[config.mk]
export PLATFORM = sky130hd
export DESIGN_NAME = ps2_key_sequencer
export DESIGN_NICKNAME = d
export VERILOG_FILES = /design/src/rtl/ps2_key_sequencer.sv
export SDC_FILE = /design/constraint.sdc
export NUM_CORES = 1
export LEC_CHECK = 0
export CORE_UTILIZATION = 58
export CTS_CLUSTER_SIZE = 20
export DETAILED_ROUTE_END_ITERATION = 10
export GPL_ROUTABILITY_DRIVEN = 1
export HOLD_SLACK_MARGIN = 0.06
export PLACE_DENSITY = 0.83
export SETUP_SLACK_MARGIN = 0.02
export SYNTH_ARGS = -nofsm -noshare
export SYNTH_HDL_FRONTEND = slang
export SYNTH_SLANG_ARGS = --single-unit
[constraint.sdc]
create_clock -name clk -period 3.85 [get_ports clk]
set_input_delay 0.77 -clock clk [delete_from_list [all_inputs] [get_ports clk]]
set_output_delay 0.77 -clock clk [all_outputs]
set_load 0.02 [all_outputs]
[src/rtl/ps2_key_sequencer.sv]
// PS/2 scan-code consumer: pops bytes from the receiver FIFO, folds E0/F0 prefixes
// into single key events, and tracks the held key, typematic repeats and press count.
module ps2_key_sequencer #(
    parameter int TIMEOUT_CYCLES = 1000000,
    parameter int TO_W           = 20
) (
    input  logic       clk,
    input  logic       rst,
    input  logic [7:0] kbd_data,
    input  logic       kbd_ready,
    output logic       kbd_nextdata_n,
    output logic       key_valid,
    output logic [7:0] key_code,
    output logic       key_ext,
    output logic       key_break,
    output logic       key_repeat,
    output logic       key_down,
    output logic [7:0] cur_code,
    output logic       cur_ext,
    output logic [7:0] press_count
);

    // Handshake: kbd_ready high means kbd_data holds the FIFO head. A byte is
    // taken only in IDLE with kbd_ready high; the pop is a single registered low
    // cycle on kbd_nextdata_n (ACK), followed by SETTLE so the receiver's ready
    // has updated before IDLE samples it again.
    typedef enum logic [1:0] {
        IDLE   = 2'd0,
        ACK    = 2'd1,
        SETTLE = 2'd2
    } state_t;

    state_t          state, state_nx;
    logic [7:0]      byte_r;
    logic            ext_p, brk_p;
    logic [TO_W-1:0] to_cnt;

    logic is_e0, is_f0, emit, held_match, code_match, to_run;

    always_ff @(posedge clk) begin
        if (rst) state <= IDLE;
        else     state <= state_nx;
    end

    always_comb begin
        state_nx = state;
        case (state)
            IDLE:    if (kbd_ready) state_nx = ACK;
            ACK:     state_nx = SETTLE;
            SETTLE:  state_nx = IDLE;
            default: state_nx = IDLE;
        endcase
    end

    always_comb begin
        is_e0      = (byte_r == 8'hE0);
        is_f0      = (byte_r == 8'hF0);
        emit       = (state == SETTLE) && !is_e0 && !is_f0;
        code_match = (byte_r == cur_code) && (ext_p == cur_ext);
        held_match = key_down && code_match;
        to_run     = (state == IDLE) && !kbd_ready && (ext_p || brk_p);
    end

    always_ff @(posedge clk) begin
        if (rst) begin
            kbd_nextdata_n <= 1'b1;
            byte_r         <= 8'h00;
            ext_p          <= 1'b0;
            brk_p          <= 1'b0;
            to_cnt         <= '0;
            key_valid      <= 1'b0;
            key_code       <= 8'h00;
            key_ext        <= 1'b0;
            key_break      <= 1'b0;
            key_repeat     <= 1'b0;
            key_down       <= 1'b0;
            cur_code       <= 8'h00;
            cur_ext        <= 1'b0;
            press_count    <= 8'h00;
        end else begin
            kbd_nextdata_n <= 1'b1;
            key_valid      <= 1'b0;

            if (state == IDLE && kbd_ready) begin
                byte_r         <= kbd_data;
                kbd_nextdata_n <= 1'b0;
            end

            if (state == SETTLE && is_e0) begin
                ext_p  <= 1'b1;
                to_cnt <= TO_W'(TIMEOUT_CYCLES);
            end else if (state == SETTLE && is_f0) begin
                brk_p  <= 1'b1;
                to_cnt <= TO_W'(TIMEOUT_CYCLES);
            end else if (to_run) begin
                // A prefix whose key never arrives is dropped without an event.
                if (to_cnt == '0) begin
                    ext_p <= 1'b0;
                    brk_p <= 1'b0;
                end else begin
                    to_cnt <= to_cnt - 1'b1;
                end
            end

            if (emit) begin
                key_valid <= 1'b1;
                key_code  <= byte_r;
                key_ext   <= ext_p;
                key_break <= brk_p;
                ext_p     <= 1'b0;
                brk_p     <= 1'b0;
                to_cnt    <= '0;
                if (!brk_p) begin
                    if (held_match) begin
                        key_repeat <= 1'b1;
                    end else begin
                        key_repeat  <= 1'b0;
                        cur_code    <= byte_r;
                        cur_ext     <= ext_p;
                        key_down    <= 1'b1;
                        press_count <= press_count + 8'd1;
                    end
                end else begin
                    // cur_code/cur_ext keep the released key for the display.
                    key_repeat <= 1'b0;
                    if (code_match) key_down <= 1'b0;
                end
            end
        end
    end

endmodule

======== After elaboration in Yosys (flattened, before gate mapping) ========
Cells that the tools add are included.
cells by class
  shift-type cells ........................ 0
  reduce and logical (&&, ||, !) cells .... 28
  multiply operators ...................... 0
  equal/unequal tests ..................... 11
  div/mod/pow operators ................... 0
  magnitude comparators ................... 0
  bitwise logic cells ..................... 4
  muxes and demuxes ....................... 18
  $add $sub $neg .......................... 2
operators by type and width
  kind                   number
  $mux 20                4
  $logic_not 20->1       1
  $sub 20x1->20 const B  1
  $eq 8x8->1 const B     2
  $mux 1                 12
  $reduce_and 3->1       4
  $logic_and 1x1->1      9
  $add 8x1->8 const B    1
  $eq 8x8->1             1
  $reduce_bool 2->1      4
  $ne 2x2->1 const B     3
  $not 1->1              4
  $pmux 2 s2             1
  $reduce_and 2->1       2
  $reduce_or 4->1        1
  $logic_not 1->1        3
  $ne 3x3->1 const B     1
  $reduce_bool 3->1      1
  $eq 2x1->1 const B     1
  $eq 2x2->1 const B     1
  $logic_not 2->1        1
  $mux 2                 1
  $ne 2x1->1 const B     1
  $reduce_or 2->1        1
  other kinds (2)        2
storage, ports and cells
  latch bits .............................. 0
  bits in writable memories ............... 0
  memories ................................ 0
  input port bits ......................... 11
  bits in read-only memories .............. 0
  logic and storage cells ................. 79
  register bits ........................... 63
  output and inout port bits .............. 31

======== Longest topological paths before layout ========
Gate-level depths: netlist (run 1).
  depth in word-level cells ............... 6
  gate-level depth with buffers ........... 7
  gate-level depth less buffers ........... 7

======== Least setup slack after synthesis (run 1) ========
Ideal clock, no wire load.
  kind .................................... input port to flip-flop
  start point ............................. input kbd_ready
  end point ............................... register to_cnt[1]
  path slack .............................. 1.934 ns
  setup time .............................. 0.086 ns
  buffers on the path ..................... 0
  stages on the path ...................... 5
  data arrival time ....................... 1.830 ns
  required time ........................... 3.764 ns
  path through ............................ or3_1 -> nor2_1 -> a21boi_2 -> nor2_1 -> a211oi_1
on the way
  word-level cells in the longest chain between the ends .. 4
RTL lines
  item                            RTL line  RTL
  start: declaration              10        input logic kbd_ready,
  $logic_not 1->1                 61        to_run = (state == IDLE) && !kbd_ready && (ext_p || brk_p);
  $logic_and 1x1->1 (2 in a row)  61
  $reduce_and 2->1 (no line)      n/a
  end signal: assignment          91        to_cnt <= TO_W'(TIMEOUT_CYCLES);
  end signal: assignment          94        to_cnt <= TO_W'(TIMEOUT_CYCLES);
  end signal: assignment          101       to_cnt <= to_cnt - 1'b1;
  end: declaration                36        logic [TO_W-1:0] to_cnt;
No other way between the ends.
A chain may end at the register's enable or synchronous reset.

======== Final worst setup path (run 1) ========
  start point ............................. input kbd_ready
  end point ............................... register to_cnt[17]
on the way
  word-level cells in the longest chain between the ends .. 5
RTL lines
  item                            RTL line
  $logic_not 1->1                 61
  $logic_and 1x1->1 (2 in a row)  61
  $reduce_bool 3->1 (no line)     n/a
  $reduce_and 2->1 (no line)      n/a
No other way between the ends.

==> results of run 1 <==
-- power by group through the flow --
| stage | sequential [mW] | combinational [mW] | clock (mW) |
|---|---|---|---|
| after floorplan | 0.693 | 0.0591 | 0 |
| after global routing | 0.678 | 0.104 | 0.646 |
| after detailed placement | 0.692 | 0.0951 | 0 |
| after global placement | 0.691 | 0.0935 | 0 |
| after CTS | 0.677 | 0.0960 | 0.613 |
| final | 0.677 | 0.0962 | 0.607 |
-- cells by family after synthesis --
group / synth area share [%]
multiplexers: 6.37
flip-flops: 44.6
AO/OA/AOI/OAI: 11.3
AND/OR/NAND/NOR: 25.7
adder cells (fa/ha/maj): 0.884
XOR/XNOR: 8.05
buffers and inverters: 3.14
-- metal layers --
metal	share of wire (%)	vias up	routed length [microns]	global-route usage [%]
met5	0	-	0	0
met1	46	1118	2680	30.6
met3	3.9	10	229	6.75
met4	1.1	0	66	7.84
met2	49	60	2880	41.5
li1	-	1186	-	-
-- final timing paths --
| path | endpoint | slack [ps] | cells after the start | from |
|---|---|---|---|---|
| setup reg to reg | press_count[6] | 1520 | 5 | byte_r[3] |
| hold / removal | key_code[0] | 480 | 2 | key_code[0] |
| hold reg to reg | key_code[0] | 480 | 2 | key_code[0] |
| setup / recovery | to_cnt[17] | 1480 | 6 | kbd_ready |
-- area by class of cell --
type / count / share of cell area (%)
clock buffers: 12 / 3.88
clock inverters: 4 / 2.01
inverters: 6 / 0.647
multi-input cells: 234 / 42.8
flip-flops and latches: 63 / 36.3
well taps: 67 / 2.41
repair buffers: 42 / 12.0
-- worst max-delay path, cell delays in order --
cell and delay [ps]:
clkdlybuf4s50_1 450, or3_1 390, nor4_4 520, nand4_1 180, xor2_1 180, a21oi_1 130
-- flip-flops by register name, indices dropped and copies added (netlist names) --
name / cells
kbd_nextdata_n: 1
key_valid: 1
to_cnt: 20
key_repeat: 1
key_ext: 1
cur_code: 8
brk_p: 1
key_down: 1
byte_r: 8
press_count: 8
key_code: 8
state: 2
ext_p: 1
cur_ext: 1
key_break: 1
-- metrics by stage --
step | util [%] | setup WS, ps | std cells
after floorplan | - | 1930 | 316
after global placement | 69.3 | 1170 | 412
after detailed placement | 69.3 | 1150 | 412
after CTS | 73.6 | 1500 | 428
after global routing | 73.6 | 1310 | 428
final | 73.6 | 1480 | 428
-- layout by cell type (no fill, tap or decap), types with 7 or more instances in the layout --
cell	Yosys	final
nand3_1	11	11
mux2i_1	18	18
clkdlybuf4s50_1	0	41
o21ai_0	8	8
xor2_1	14	14
dfxtp_1	63	63
xnor2_1	12	12
a21oi_1	26	26
nor3_1	9	9
clkbuf_8	0	9
nand4_1	7	7
nand2_1	27	27
nor2_1	46	46
or3_1	8	8
==> flow_summary.json, run 1 <==
{
  "core_region_area_sq_mm": 0.00472,
  "slew_violations": 0,
  "ff_latch_area_sq_mm": 0.00126,
  "cts_resized": 0,
  "synthFlopType": "dfxtp_1",
  "multiInputGateArea_sq_mm": 0.00149,
  "hold_violations": 0,
  "die_width_microns": 71.8,
  "crit_type": "in2reg",
  "seq_area_frac_synth_pct": 44.6,
  "gp_congestion": 0.828,
  "swShare_pct": 22.7,
  "post-route-period-util_pct": 61.6,
  "power_frac_seq_pct": 49.1,
  "synthTopCellsByCount": "dfxtp_1 (63), nor2_1 (46), nand2_1 (27)",
  "rows": 25,
  "die-area_sq_mm": 0.00516,
  "worst_slew_pin_slew_ps": 1110,
  "portBuffers": 41,
  "grt_util_all_layers_pct": 24.6,
  "status": "finished, final reports clean",
  "peakVddDrop_uv": 291,
  "synth_edf_count": 0,
  "synth_nets": 329,
  "endpoint_kind": "flop",
  "fin_crit_ps": 2370,
  "synthCells": 316,
  "place_hpwl_microns": 4040,
  "synth_top_area_cell": "dfxtp_1",
  "synth-async-reset-ratio_pct": 0,
  "synth_area_sq_mm": 0.00283,
  "synthTopCellsByArea": "dfxtp_1 (45%), mux2i_1 (6.4%), nor2_1 (6.1%)",
  "skew_ps": 10.4,
  "cts_buffers": 9,
  "yosysTopAreaCellShare_pct": 44.6,
  "worstSetupStartpointType": "input pin",
  "ios": 42,
  "synth_seq_cells": 63,
  "p_clk_share_pct": 44.0,
  "crit_path_max_fanout": 11,
  "p_int_mw": 1.07,
  "vias_per_cell": 5.55,
  "post_cts_buffers": 0,
  "fin_nets": 369,
  "areaGrowthSynthToFinish_pct": 23.0,
  "insertion_delay_ps": 330,
  "synthMostInstantiatedCell": "dfxtp_1",
  "drt-initial-drc-count": 128,
  "yosys_warnings": 0,
  "n_fill_cell": 370,
  "wl_microns": 5850,
  "antenna_found_initial": 0,
  "wl_per_cell_microns": 13.7,
  "power_leakage_nw": 1.35,
  "grt_pass1_vias": 2175,
  "fp.dieH_microns": 71.8,
  "totalNegativeSetupSlack_ps": 0,
  "synth_cell_types": 51,
  "grt_max_degree": 43,
  "required_ps": 4110,
  "relSlewSlack_pct": 26.3,
  "drtAntennaViolNets": 0,
  "cp.arrival_ps": 2630,
  "num_vias": 2374,
  "start_util_pct": 59.9,
  "fmax_mhz": 422,
  "postPlaceCellArea_sq_mm": 0.00327,
  "holdBufCountCts": 0,
  "grt_remaining_overflow": 0,
  "firstDrtPassIters": 6,
  "cts_tree": "yes",
  "fin_hold_ws_ps": 478,
  "path_clk_slew_ps": 60,
  "power_density_mw_per_mm2": 397,
  "postSynthAreaPerCell_sq_um": 8.95,
  "min_path_type": "reg2reg",
  "cap_violations": 0,
  "setup_viol_count_final": 0,
  "clockBufferDepth": 2,
  "htreeDepth": 3,
  "fin_area_sq_mm": 0.00348,
  "power_mw": 1.38,
  "layout-drive-gt1-share_pct": 8.59,
  "clk_root_buffer_cell": "clkbuf_8",
  "clock_sink_count": 63,
  "power_frac_comb_pct": 7.0,
  "grt_first_pass_wirelength_microns": 9820,
  "rsz0062_at_grt": "false",
  "n_antenna_cell": 0,
  "remaining_drc_errors": 0,
  "switching_power_uw": 314
}
Note: power is estimated with default switching activity, not from simulation.
==> run 2: changes to the inputs <==
--- a/config.mk
+++ b/config.mk
@@ -5,12 +5,12 @@
 export SDC_FILE = /design/constraint.sdc
 export NUM_CORES = 1
 export LEC_CHECK = 0
-export CORE_UTILIZATION = 58
+export CORE_UTILIZATION = 54
 export CTS_CLUSTER_SIZE = 20
 export DETAILED_ROUTE_END_ITERATION = 10
 export GPL_ROUTABILITY_DRIVEN = 1
 export HOLD_SLACK_MARGIN = 0.06
-export PLACE_DENSITY = 0.83
+export PLACE_DENSITY = 0.78
 export SETUP_SLACK_MARGIN = 0.02
 export SYNTH_ARGS = -nofsm -noshare
 export SYNTH_HDL_FRONTEND = slang
==> constraint.sdc (replaced) <==
create_clock -name clk -period 2.5 [get_ports clk]
set_input_delay 0.5 -clock clk [delete_from_list [all_inputs] [get_ports clk]]
set_output_delay 0.5 -clock clk [all_outputs]
set_load 0.02 [all_outputs]
==> run 2 against run 1 <==
Worst hold slack got worse by 5.2 ps; power grew 51%; clock-buffer cell count fell by 1; critical path type is now reg2reg; highest routed layer unchanged.
==> flow_summary.json, run 2 (synthesis gave the netlist of run 1 again) <==
{
  "drt-initial-drc-count": 154,
  "grt_max_degree": 26,
  "holdBufCountCts": 0,
  "die-area_sq_mm": 0.00553,
  "regMostFlops": "to_cnt",
  "vias_per_cell": 5.51,
  "swShare_pct": 23.6,
  "min_path_type": "reg2reg",
  "max_stage_delay_ps": 960,
  "power_density_mw_per_mm2": 592,
  "drtAntennaViolNets": 0,
  "ios": 42,
  "switching_power_uw": 493,
  "cap_violations": 0,
  "rsz0062_at_grt": "false",
  "place_hpwl_microns": 4390,
  "fin_crit_ps": 2220,
  "cts_resized": 0,
  "totalNegativeSetupSlack_ps": 0,
  "num_vias": 2393,
  "remaining_drc_errors": 0,
  "grt-busiest-layer": "met2",
  "endpoint_kind": "flop",
  "slew_violations": 0,
  "htreeDepth": 3,
  "start_util_pct": 58.0,
  "insertion_delay_ps": 340,
  "fp.dieH_microns": 74.4,
  "clock_sink_count": 63,
  "final_common_cell": "dfxtp_1",
  "grt_first_pass_wirelength_microns": 10200,
  "rows": 25,
  "portBuffers": 41,
  "n_antenna_cell": 0,
  "met3_usage_pct": 4.61,
  "relSlewSlack_pct": 28.6,
  "final_cell_mix": "dfxtp_1 (63), nor2_1 (46), clkdlybuf4s50_1 (41), nand2_1 (27), a21oi_1 (26)",
  "p_int_mw": 1.59,
  "core_region_area_sq_mm": 0.00488,
  "crit_buf_inv": 0,
  "hold_violations": 0,
  "largest_register_ffs": 20,
  "clockBufferDepth": 2,
  "crit_path_max_fanout": 23,
  "cts_tree": "yes",
  "status": "finished, final reports clean",
  "grt_util_all_layers_pct": 24.7,
  "p_clk_share_pct": 42.4,
  "worstSetupStartpointType": "flop",
  "wl_microns": 6360,
  "antenna_found_initial": 0,
  "firstDrtPassIters": 4,
  "power_mw": 2.08,
  "power_frac_comb_pct": 7.7,
  "setup_viol_count_final": 0,
  "clk_root_buffer_cell": "clkbuf_8",
  "cp_top_family": "compound AO/OA/AOI/OAI gates",
  "fmax_mhz": 450,
  "cp.arrival_ps": 2450,
  "areaGrowthSynthToFinish_pct": 24.5,
  "gp_congestion": 0.912,
  "required_ps": 2730,
  "cts_buffers": 9,
  "skew_ps": 5.71,
  "cpMaxStageDelayCell": "o31ai_4",
  "grt_pass1_vias": 2183,
  "wl_per_cell_microns": 14.7,
  "power_leakage_nw": 1.39,
  "fin_nets": 376,
  "gr-usage-met1_pct": 34.1,
  "n_fill_cell": 403,
  "die_width_microns": 74.4,
  "post_cts_buffers": 0,
  "peakVddDrop_uv": 797,
  "worst_slew_pin_slew_ps": 1070,
  "grt_remaining_overflow": 0,
  "crit_type": "reg2reg",
  "use_met2_pct": 37.0,
  "path_clk_slew_ps": 70,
  "power_frac_seq_pct": 49.9,
  "layout-drive-gt1-share_pct": 10.9,
  "crit_chain": "xnor2_1 -> nand3_1 -> o31ai_4 -> mux2i_1 -> nor2_1",
  "post-route-period-util_pct": 88.9
}
run 2: changes by cell type in the layout (fill, tap and decap cells not counted):
cell / before / now
buf_4: 1 / 8
bufinv_16: 2 / 1
clkbuf_1: 3 / 0
clkbuf_8: 9 / 11
clkinv_2: 2 / 3
run 2: worst min-delay path, delay by kind of cell, from the launching register on:
family             cells  cell delay (ps)
AOI/OAI and AO/OA      1               50
DFF                    1              320
and+or+nand+nor        1               50
run 2: worst paths after layout:
check                           cells after the start          end   startpoint  slack, ps
worst min register to register                      2  key_code[0]  key_code[0]        470
worst max register to register                      5  cur_code[7]    byte_r[7]        280
worst max-delay path                                5  cur_code[7]    byte_r[7]        280
worst min-delay path                                2  key_code[0]  key_code[0]        470
run 2: metal layers:
metal / wire length [microns] / up-vias
met3: 281 / 8
met4: 114 / 0
met5: 0 / -
met1: 3030 / 1130
met2: 2940 / 60
li1: - / 1195
run 2: area by class of cell:
type | instances | area [sq um] | share of cell area (%)
Sequential cell | 63 | 1260 | 35.8
Inverter | 6 | 22.5 | 0.639
Clock inverter | 4 | 45.0 | 1.28
Tap cell | 67 | 83.8 | 2.38
Clock buffer | 11 | 151 | 4.30
Multi-Input combinational cell | 234 | 1490 | 42.2
Timing Repair Buffer | 49 | 470 | 13.4
run 2: power by group through the flow:
stage | combinational (mW) | sequential, mW | clock (mW)
CTS | 0.160 | 1.04 | 0.895
detailed placement | 0.159 | 1.06 | 0
floorplan | 0.0909 | 1.07 | 0
finish | 0.160 | 1.04 | 0.884
global route | 0.173 | 1.04 | 0.938
global placement | 0.156 | 1.06 | 0
run 2: metrics by stage:
step	instance area [sq um]	utilization [%]	instances	worst slack (ps)	hold WS, ps
floorplan	2830	-	316	659	474
global placement	3330	68.2	419	322	459
detailed placement	3330	68.2	419	257	462
CTS	3520	72.2	434	260	471
global route	3520	72.2	434	93.9	498
finish	3520	72.2	434	276	473
==> run 3: changes to the inputs <==
--- a/config.mk
+++ b/config.mk
@@ -10,7 +10,8 @@
 export DETAILED_ROUTE_END_ITERATION = 10
 export GPL_ROUTABILITY_DRIVEN = 1
 export HOLD_SLACK_MARGIN = 0.06
-export PLACE_DENSITY = 0.78
+export PLACE_DENSITY = 0.79
+export REMOVE_ABC_BUFFERS = 1
 export SETUP_SLACK_MARGIN = 0.02
 export SYNTH_ARGS = -nofsm -noshare
 export SYNTH_HDL_FRONTEND = slang
==> run 3 against run 2 <==
Power down 8.0%; flip-flop and latch count stayed put; clock power fell by 18%.
==> flow_summary.json, run 3 (synthesis gave the netlist of run 1 again) <==
{
  "status": "finished, final reports clean",
  "insertion_delay_ps": 340,
  "required_ps": 2770,
  "cts_resized": 0,
  "gp_congestion": 0.815,
  "fin_crit_ps": 2230,
  "worstHoldPathCells": 2,
  "post-route-period-util_pct": 89.1,
  "skew_ps": 7.05,
  "crit_path_max_fanout": 23,
  "use_met2_pct": 34.6,
  "swShare_pct": 24.3,
  "fmax_mhz": 449,
  "final_cell_mix": "dfxtp_1 (63), nor2_1 (46), clkdlybuf4s50_1 (41), nand2_1 (27), a21oi_1 (26)",
  "crit_type": "reg2reg",
  "place_hpwl_microns": 4060,
  "clk_root_buffer_cell": "clkbuf_8",
  "path_depth": 5,
  "grt-busiest-layer": "met2",
  "final_common_cell": "dfxtp_1",
  "worst_slew_pin_slew_ps": 1060,
  "power_density_mw_per_mm2": 555,
  "num_vias": 2333,
  "cpMaxStageDelayCell": "o31ai_4",
  "fp.dieH_microns": 74.4,
  "wl_microns": 5750,
  "die-area_sq_mm": 0.00553,
  "rows": 25,
  "reg2regPathDepth": 5,
  "drtAntennaViolNets": 0,
  "gr-usage-met1_pct": 31.2,
  "peakVddDrop_uv": 404,
  "htreeDepth": 3,
  "min_path_type": "reg2reg",
  "relSlewSlack_pct": 29.5,
  "grt_remaining_overflow": 0,
  "cp.arrival_ps": 2500,
  "drt-initial-drc-count": 112,
  "n_antenna_cell": 0,
  "regMostFlops": "to_cnt",
  "fin_hold_ws_ps": 466,
  "cts_buffers": 9,
  "grt_pass1_vias": 2097,
  "grt_max_degree": 29,
  "firstDrtPassIters": 4,
  "grt_util_all_layers_pct": 22.9,
  "remaining_drc_errors": 0,
  "met3_usage_pct": 4.88,
  "core_region_area_sq_mm": 0.00488,
  "crit_chain": "xnor2_1 -> nand4_1 -> o31ai_4 -> o21ai_0 -> a21oi_1",
  "power_leakage_nw": 1.34,
  "vias_per_cell": 5.44,
  "cp_top_family": "compound AO/OA/AOI/OAI gates",
  "max_stage_delay_ps": 950,
  "layout-drive-gt1-share_pct": 9.39,
  "cap_violations": 0,
  "clockBufferDepth": 2,
  "p_int_mw": 1.45,
  "hold_violations": 0,
  "switching_power_uw": 466,
  "p_clk_share_pct": 37.9,
  "areaGrowthSynthToFinish_pct": 22.1,
  "ios": 42,
  "totalNegativeSetupSlack_ps": 0,
  "path_clk_slew_ps": 60,
  "post_cts_buffers": 0,
  "portBuffers": 41,
  "start_util_pct": 58.0,
  "holdBufCountCts": 0,
  "worstSetupStartpointType": "flop",
  "slew_violations": 0,
  "setup_viol_count_final": 0,
  "largest_register_ffs": 20,
  "endpoint_kind": "flop",
  "antenna_found_initial": 0,
  "crit_buf_inv": 0,
  "clock_sink_count": 63,
  "die_width_microns": 74.4,
  "fin_nets": 373,
  "rsz0062_at_grt": "false",
  "cts_tree": "yes",
  "power_frac_seq_pct": 54.4,
  "wl_per_cell_microns": 13.4,
  "power_frac_comb_pct": 7.7,
  "grt_first_pass_wirelength_microns": 9610
}
==> run 3: worst register-to-register path, cell delays in order (launching register included) <==
cell     delay (ps)
dfxtp_1         430
xnor2_1         140
nand4_1         230
o31ai_4         950
o21ai_0         260
a21oi_1         160
==> run 3: metrics by stage <==
| step | util (%) | instance area [sq um] | instances | worst slack (ps) | total power [mW] |
|---|---|---|---|---|---|
| 2_1_floorplan | - | 2760 | 303 | 216 | 1.15 |
| 3_3_place_gp | 67.7 | 3300 | 416 | 303 | 1.21 |
| 3_5_place_dp | 67.7 | 3300 | 416 | 257 | 1.21 |
| 4_1_cts | 70.8 | 3450 | 429 | 268 | 1.93 |
| 5_1_grt | 70.8 | 3450 | 429 | 52.5 | 1.99 |
| 6_report | 70.8 | 3450 | 429 | 273 | 1.92 |
==> run 3: final timing paths <==
check	from	end	slack [ps]
max	byte_r[1]	press_count[7]	270
min	key_code[0]	key_code[0]	470
max reg2reg	byte_r[1]	press_count[7]	270
min reg2reg	key_code[0]	key_code[0]	470
==> run 3: layout make-up <==
class                   count  area, sq um
well taps                  67         83.8
clock buffers              11          141
clock inverters             2         10.0
repair buffers             46          448
fillers                   399         1430
inverters                   6         22.5
flip-flops and latches     63         1260
multi-input cells         234         1490
==> run 3: layer usage <==
| layer | routed length (microns) | share of wire [%] | vias to the layer above |
|---|---|---|---|
| li1 | - | - | 1191 |
| met1 | 2840 | 49 | 1080 |
| met2 | 2590 | 45 | 53 |
| met3 | 222 | 3.9 | 9 |
| met4 | 95 | 1.7 | 0 |
| met5 | 0 | 0 | - |
==> run 3: power groups by stage <==
stage	Sequential, mW	Clock [mW]	Combinational, mW
detailed placement	1.06	0	0.147
CTS	1.04	0.735	0.148
global route	1.04	0.779	0.163
floorplan	1.07	0	0.0786
global placement	1.06	0	0.145
finish	1.04	0.727	0.148
